--- src/rtl/combine_alu.sv ---
// Multi-cycle add/sub/mul/div stage for the card game FSM.
// Division is a W-step restoring divider; results are range-checked for W-bit unsigned values.
module combine_alu #(
  parameter int unsigned W = 10
) (
  input  logic         clk,
  input  logic         rst,
  input  logic         start,
  input  logic [W-1:0] a,
  input  logic [W-1:0] b,
  input  logic [1:0]   op,
  output logic         busy,
  output logic         done,
  output logic [W-1:0] result,
  output logic         err,
  output logic [1:0]   err_code
);

  localparam int unsigned CntW = $clog2(W);

  localparam logic [1:0] OpAdd = 2'b00;
  localparam logic [1:0] OpSub = 2'b01;
  localparam logic [1:0] OpMul = 2'b10;
  localparam logic [1:0] OpDiv = 2'b11;

  localparam logic [1:0] ErrNone    = 2'b00;
  localparam logic [1:0] ErrDivZero = 2'b01;
  localparam logic [1:0] ErrInexact = 2'b10;
  localparam logic [1:0] ErrRange   = 2'b11;

  typedef enum logic [1:0] {StIdle, StExec, StDiv, StDone} state_e;

  state_e            state_q, state_d;
  logic [W-1:0]      a_q, a_d, b_q, b_d;
  logic [1:0]        op_q, op_d;
  logic [W-1:0]      rem_q, rem_d, quo_q, quo_d;
  logic [CntW-1:0]   cnt_q, cnt_d;
  logic [W-1:0]      result_q, result_d;
  logic [1:0]        err_code_q, err_code_d;

  logic [W:0]        sum;
  logic [2*W-1:0]    prod;
  logic [W:0]        shifted, trial;
  logic              trial_ok;

  always_comb begin
    sum      = {1'b0, a_q} + {1'b0, b_q};
    prod     = {{W{1'b0}}, a_q} * {{W{1'b0}}, b_q};
    shifted  = {rem_q, quo_q[W-1]};
    trial    = shifted - {1'b0, b_q};
    // Remainder stays below b, so a set top bit can only mean the trial went negative.
    trial_ok = ~trial[W];

    state_d    = state_q;
    a_d        = a_q;
    b_d        = b_q;
    op_d       = op_q;
    rem_d      = rem_q;
    quo_d      = quo_q;
    cnt_d      = cnt_q;
    result_d   = result_q;
    err_code_d = err_code_q;

    unique case (state_q)
      StIdle: begin
        if (start) begin
          a_d     = a;
          b_d     = b;
          op_d    = op;
          state_d = StExec;
        end
      end
      StExec: begin
        state_d = StDone;
        unique case (op_q)
          OpAdd: begin
            err_code_d = sum[W] ? ErrRange : ErrNone;
            result_d   = sum[W] ? '0 : sum[W-1:0];
          end
          OpSub: begin
            err_code_d = (a_q < b_q) ? ErrRange : ErrNone;
            result_d   = (a_q < b_q) ? '0 : a_q - b_q;
          end
          OpMul: begin
            err_code_d = (|prod[2*W-1:W]) ? ErrRange : ErrNone;
            result_d   = (|prod[2*W-1:W]) ? '0 : prod[W-1:0];
          end
          OpDiv: begin
            if (b_q == '0) begin
              err_code_d = ErrDivZero;
              result_d   = '0;
            end else begin
              quo_d   = a_q;
              rem_d   = '0;
              cnt_d   = CntW'(W - 1);
              state_d = StDiv;
            end
          end
        endcase
      end
      StDiv: begin
        rem_d = trial_ok ? trial[W-1:0] : shifted[W-1:0];
        quo_d = {quo_q[W-2:0], trial_ok};
        if (cnt_q == '0) begin
          state_d    = StDone;
          err_code_d = (rem_d != '0) ? ErrInexact : ErrNone;
          result_d   = (rem_d != '0) ? '0 : quo_d;
        end else begin
          cnt_d = cnt_q - 1'b1;
        end
      end
      StDone: state_d = StIdle;
    endcase
  end

  always_ff @(posedge clk) begin
    if (rst) begin
      state_q    <= StIdle;
      a_q        <= '0;
      b_q        <= '0;
      op_q       <= '0;
      rem_q      <= '0;
      quo_q      <= '0;
      cnt_q      <= '0;
      result_q   <= '0;
      err_code_q <= ErrNone;
    end else begin
      state_q    <= state_d;
      a_q        <= a_d;
      b_q        <= b_d;
      op_q       <= op_d;
      rem_q      <= rem_d;
      quo_q      <= quo_d;
      cnt_q      <= cnt_d;
      result_q   <= result_d;
      err_code_q <= err_code_d;
    end
  end

  assign busy     = (state_q == StExec) || (state_q == StDiv);
  assign done     = (state_q == StDone);
  assign result   = result_q;
  assign err_code = err_code_q;
  assign err      = (err_code_q != ErrNone);

endmodule

--- config.mk ---
export PLATFORM = sky130hd
export DESIGN_NAME = combine_alu
export DESIGN_NICKNAME = d
export VERILOG_FILES = /design/src/rtl/combine_alu.sv
export SDC_FILE = /design/constraint.sdc
export NUM_CORES = 1
export LEC_CHECK = 0
export BUFFER_PORTS_ARGS = -buffer_cell sky130_fd_sc_hd__buf_2
export CORE_ASPECT_RATIO = 1.5
export CORE_UTILIZATION = 35
export DETAILED_ROUTE_END_ITERATION = 8
export MAX_ROUTING_LAYER = met4
export PLACE_DENSITY = 0.62
export SLEW_MARGIN = 20
export SYNTH_ARGS = -nofsm -noshare
export SYNTH_HDL_FRONTEND = slang
export SYNTH_SLANG_ARGS = --single-unit
--- constraint.sdc ---
create_clock -name clk -period 9.4 [get_ports clk]
set_input_delay 1.88 -clock clk [delete_from_list [all_inputs] [get_ports clk]]
set_output_delay 1.88 -clock clk [all_outputs]
set_load 0.02 [all_outputs]
After elaboration in Yosys (flattened, before gate mapping)
Cells that the tools add are included.
{"block": "word_totals", "regBits": 60, "latch_bits": 0, "mem_bits_rw": 0, "romBits": 0, "inputBits": 25, "output_inout_bits": 15, "word_cells": 74, "n_memories": 0}
{"block": "op_classes", "addsub": 4, "multipliers": 1, "div": 0, "n_lt_le_gt_ge": 1, "eq_ne": 12, "n_shift": 0, "muxes": 32, "bitwise_logic": 1, "n_reduce_logical": 14}
{"op": "$mux W10", "n": 11}
{"op": "$pmux W10 S2", "n": 3}
{"op": "$pmux W10 S4", "n": 1}
{"op": "$mul A10 B10 Y20", "n": 1}
{"op": "$mux W2", "n": 8}
{"op": "$pmux W2 S4", "n": 2}
{"op": "$mux W4", "n": 3}
{"op": "$add A10 B10 Y11", "n": 1}
{"op": "$sub A11 B10 Y11", "n": 1}
{"op": "$logic_not A10 Y1", "n": 1}
{"op": "$lt A10 B10 Y1", "n": 1}
{"op": "$reduce_bool A10 Y1", "n": 1}
{"op": "$reduce_or A10 Y1", "n": 1}
{"op": "$sub A10 B10 Y10", "n": 1}
{"op": "$eq A2 B2 Y1 const B", "n": 4}
{"op": "$ne A2 B2 Y1 const B", "n": 4}
{"op": "$pmux W4 S2", "n": 1}
{"op": "$reduce_and A3 Y1", "n": 2}
{"op": "$eq A2 B1 Y1 const B", "n": 2}
{"op": "$logic_not A2 Y1", "n": 2}
{"op": "$logic_not A4 Y1", "n": 1}
{"op": "$pmux W2 S2", "n": 1}
{"op": "$reduce_and A2 Y1", "n": 2}
{"op": "$reduce_and A4 Y1", "n": 1}
{"op": "7 further kinds", "n": 9}

Depth between registers and ports, before layout
{"block": "depth", "word_depth": 6, "ltp_mapped": 23}

Least setup slack after synthesis
No wires, ideal clock.
{"block": "synth_path", "kind": "flip-flop to flip-flop", "from": "reg a_q[1]", "to": "reg result_q[4] (netlist: result[4])", "arrival_time_ns": 5.771, "required_time_ns": 9.341, "path_slack_ns": 3.570, "path_stages_with_launch": 22, "synth_period_minus_slack_ns": 5.830, "cell_sequence": "dfxtp_1 > clkbuf_1 > nand2_1 > fa_1 > fa_1 > inv_1 > fa_1 > fa_1 > inv_1 > fa_1 > inv_1 > ha_1 > buf_2 > nand3_1 > o211ai_1 > a31oi_1 > a21boi_1 > or4_1 > o21ai_0 > nand4_1 > nor3_1 > a31o_2"}
{"block": "synth_between", "elab_chain_len": 5}
{"item": "from (decl)", "line_no": "34", "source": "logic [W-1:0] a_q, a_d, b_q, b_d;"}
{"item": "from (signal assigned)", "line_no": "119", "source": "a_q <= '0;"}
{"item": "from (signal assigned)", "line_no": "129", "source": "a_q <= a_d;"}
{"item": "$mul A10 B10 Y20", "line_no": "48", "source": "prod = {{W{1'b0}}, a_q} * {{W{1'b0}}, b_q};"}
{"item": "$reduce_or A10 Y1", "line_no": "86", "source": "result_d = (|prod[2*W-1:W]) ? '0 : prod[W-1:0];"}
{"item": "$mux W10", "line_no": "86"}
{"item": "$pmux W10 S4 (*)", "line_no": "75", "source": "unique case (op_q)"}
{"item": "$pmux W10 S2 (*)", "line_no": "64", "source": "unique case (state_q)"}
{"item": "to (signal assigned)", "line_no": "135", "source": "result_q <= result_d;"}
{"item": "to (decl)", "line_no": "38", "source": "logic [W-1:0] result_q, result_d;"}
Every way passes the cells marked *; elsewhere a longest branch is shown, timed or not.
A chain may end at the register's enable or synchronous reset.

Worst setup path in the final report
{"block": "layout_path", "from": "reg a_q[5]", "to": "reg result_q[4] (netlist: result[4])"}
The elaborated chain is that of the path after synthesis.

==> impl_results.md <==
- Most used cell, CP: fa_1
- Tot GR Track Use: 20.6%
- Drt drc: 0
- Post-Syn Area: 7500 um^2
- Hold Buf Count CTS: 0
- Synth async-reset ratio: 0%
- Final min period: 6.44 ns
- Total gr overflow: 0
- Peak supply drop: 0.118 mV
- CP Capture Type: flip-flop
- Cells after synthesis: 926
- CTS Buffer Depth: 2
- Normalized max-slew margin: 37.0%
- Vias in the first global route: 6403
- WS Path Type: reg -> reg
- Fmax: 155 MHz
- Setup TNS: 0 ns
- Highest routed layer: met4
- Leak: 3.77 nW
- Xor/xnor cell area share of the yosys netlist: 2.69%
- Skew-Pair Late Insertion Delay: 0.36 ns
- Area grow syn2layout: 9.49%
- CP arrival: 6.74 ns
- Sw Share: 47.7%
- CP Launch Type: flip-flop
- Reg clk slew, reported paths: 0.06 ns
- Placer Congestion: 0.888
- Yosys warnings: 0
- Avg Vias per Cell: 5.46
- Die W: 122 um
- RSZ-0062 raised after global routing: false
- Initial antenna violation count: 0
- Setup violations, final: 0
- Skew final: 0.0156 ns
- Worst min path class: reg -> reg
- Main synth FF type: dfxtp_1
- CTS sink count: 60
- Number of DRC markers in iteration 0: 319
- Gate power share: 57.1%
- Vert. Die Dim: 181 um
- Met3 routed wirelength: 773 um
- Worst slew pin tran: 0.942 ns
- Slowest CP cell: dfxtp_1
- Final non-filler cell total: 1205
- WL met1: 8220 um
- ANT nets after route: 0
- CP cell instances: nand2_1 > fa_1 > inv_1 > fa_1 > inv_1 > fa_1 > fa_1 > inv_1 > fa_1 > ha_1 > a21oi_1 > o211ai_1 > a31oi_1 > a21boi_1 > or4_1 > o21ai_0 > nand4_1 > nor3_1 > a31o_2
- Post-synth EDFFs: 0
- Num CTS Buffers: 9
- Layout cells sized above 1: 8.64%
- Synthesized area per cell: 8.10 um^2
- Simple-gate share of the synthesized area: 19.2%
- Final Hold Fails: 0
- Setup Fix Bufs, Post-CTS: 0
- Syn_nets: 1108
- Die area: 22000 um^2
- PortBufs: 39
- Seq/Total Area, Yosys: 16.0%
- #FFs+latches synth: 60
- Status: finished clean
- Mux cell area share after synthesis: 2.42%
- Core area: 21100 um^2
- Largest family of logic cells by synthesized area: adder cells
- Clk pwr share: 20.5%
- Post-synth cell types: 70
- Sw power: 0.948 mW
- Placed insts: 1189
- First-pass GRT wire length: 33800 um
- Synth Area in Compound Gates: 19.0%
- Max-slew violations: 0
- H-tree depth: 3
- Post-Place Worst Slack: 3.05 ns
- HPWL Detailed: 16700 um
- Routed WL per cell: 17.5 um
- WL final: 21100 um
- Power Total: 1.99 mW
- Final nets: 1114
- Post-CTS sizing: 0
- ANT cells: 0
- Root Driver: clkbuf_16
- Final worst path period share: 68.5%
- Sequential power share: 22.4%
- Worst EP required: 9.70 ns
- Synthesized-area fraction occupied by adder cells: 32.7%
- Vias: 6580
- Site Rows: 65
- CTS tree: done
- Pre-Repair DR Iteration Count: 5
- CP peak stage delay: 0.70 ns
- Design internal power: 1.04 mW
- Max-cap violation count: 0
- Power density cells: 242 nW/um^2
- Starting Density: 35.6%
- Largest net degree at the start of global routing: 57
- Routed wl met2: 10700 um
- Worst setup margin: 2.96 ns
- Peak fanout along the critical path: 13
- Io pins: 40
-- cell type report --
class	count	area (um^2)
fill	2146	12900
multi-input combinational	714	5700
sequential	60	1200
inverter	102	383
clock inverter	4	95.1
clock buffer	12	256
tap	268	335
timing repair buffer	45	240
-- power by group through the flow --
stage | clock network, mW | registers (mW) | logic [mW]
detailed placement | 0 | 0.449 | 1.13
finish | 0.407 | 0.446 | 1.13
global route | 0.420 | 0.456 | 1.27
floorplan | 0 | 0.393 | 0.895
CTS | 0.409 | 0.445 | 1.14
global placement | 0 | 0.448 | 1.12
-- cells by family (layout without fill, tap and decap cells) --
group           Yosys count  after routing
mux                      18             18
compound gates          204            204
buf+inv                 152            163
fa+ha+maj               157            157
simple gates            312            312
flops                    60             60
xor+xnor                 23             23
-- cells in the final DEF (no fill, tap or decap), types with 4 or more instances in the layout --
| master | synthesis | layout |
|---|---|---|
| a211oi_1 | 19 | 19 |
| a21o_1 | 14 | 14 |
| a21oi_1 | 61 | 61 |
| a221o_2 | 4 | 4 |
| a221oi_1 | 9 | 9 |
| a311oi_1 | 5 | 5 |
| a31oi_1 | 5 | 5 |
| and2_1 | 26 | 26 |
| and3_1 | 6 | 6 |
| buf_2 | 3 | 39 |
| buf_4 | 4 | 6 |
| clkbuf_16 | 0 | 9 |
| dfxtp_1 | 60 | 60 |
| fa_1 | 65 | 65 |
| ha_1 | 92 | 92 |
| inv_1 | 101 | 101 |
| mux2i_1 | 17 | 17 |
| nand2_1 | 130 | 130 |
| nand2b_1 | 9 | 9 |
| nand3_1 | 17 | 17 |
| nand4_1 | 6 | 6 |
| nor2_1 | 72 | 72 |
| nor2b_1 | 4 | 4 |
| nor3_1 | 15 | 15 |
| nor4_1 | 5 | 5 |
| o2111ai_1 | 4 | 4 |
| o211ai_1 | 7 | 7 |
| o21a_1 | 4 | 4 |
| o21ai_0 | 24 | 23 |
| o21ai_1 | 4 | 5 |
| o21bai_1 | 5 | 5 |
| o41ai_1 | 6 | 6 |
| or3_1 | 6 | 6 |
| xnor2_1 | 13 | 13 |
| xor2_1 | 10 | 10 |
-- cell usage after synthesis (4+ instances only) --
cell type	instances	share of area, %
nand2_1	130	6.5
inv_1	101	5.1
ha_1	92	15
nor2_1	72	3.6
fa_1	65	17
a21oi_1	61	4.1
dfxtp_1	60	16
clkbuf_1	38	1.9
and2_1	26	2.2
o21ai_0	24	1.6
a211oi_1	19	1.9
mux2i_1	17	2.3
nand3_1	17	1.1
nor3_1	15	1.0
a21o_1	14	1.4
xnor2_1	13	1.5
xor2_1	10	1.2
a221oi_1	9	1.1
nand2b_1	9	0.75
o211ai_1	7	0.70
and3_1	6	0.50
nand4_1	6	0.50
o41ai_1	6	0.70
or3_1	6	0.50
a311oi_1	5	0.58
a31oi_1	5	0.42
nor4_1	5	0.42
o21bai_1	5	0.50
a221o_2	4	0.60
buf_4	4	0.40
nor2b_1	4	0.33
o2111ai_1	4	0.47
o21a_1	4	0.40
o21ai_1	4	0.27
-- critical path: cells and delay by family, from the launching register on --
family	cells	cell delay [ns]
buf+inv	3	0.16
flops	1	0.70
compound gates	6	1.01
fa+ha+maj	6	2.92
simple gates	4	1.60
-- per-layer routing --
metal  global-route usage (%)  vias to the layer above
met5                        -                        -
met4                     13.7                        0
met3                     3.00                       68
met2                     34.3                      155
met1                     22.4                     3178
li1                         -                     3179
-- metrics by stage --
stage               area, um^2  util [%]  hold slack, ns
finish                    8210      39.0           0.491
global route              8210      39.0           0.519
CTS                       8210      39.0           0.489
detailed placement        7860      37.3           0.481
global placement          7860      37.3           0.475
floorplan                 7500         -           0.460
-- state kept, by name (all words and copies together), names as in the netlist --
name and flops:
result 10, quo_q 10, state_q 2, err_code 2, cnt_q 4, op_q 2
b_q 10, a_q 10, rem_q 10
-- worst paths after layout --
| kind | to | slack [ns] | startpoint | cells after the start |
|---|---|---|---|---|
| setup / recovery | result[4] | 2.96 | a_q[5] | 19 |
| hold / removal | err_code[0] | 0.49 | err_code[0] | 2 |
| setup reg to reg | result[4] | 2.96 | a_q[5] | 19 |
| hold reg to reg | err_code[0] | 0.49 | err_code[0] | 2 |
(Power assumes the default switching activity.)
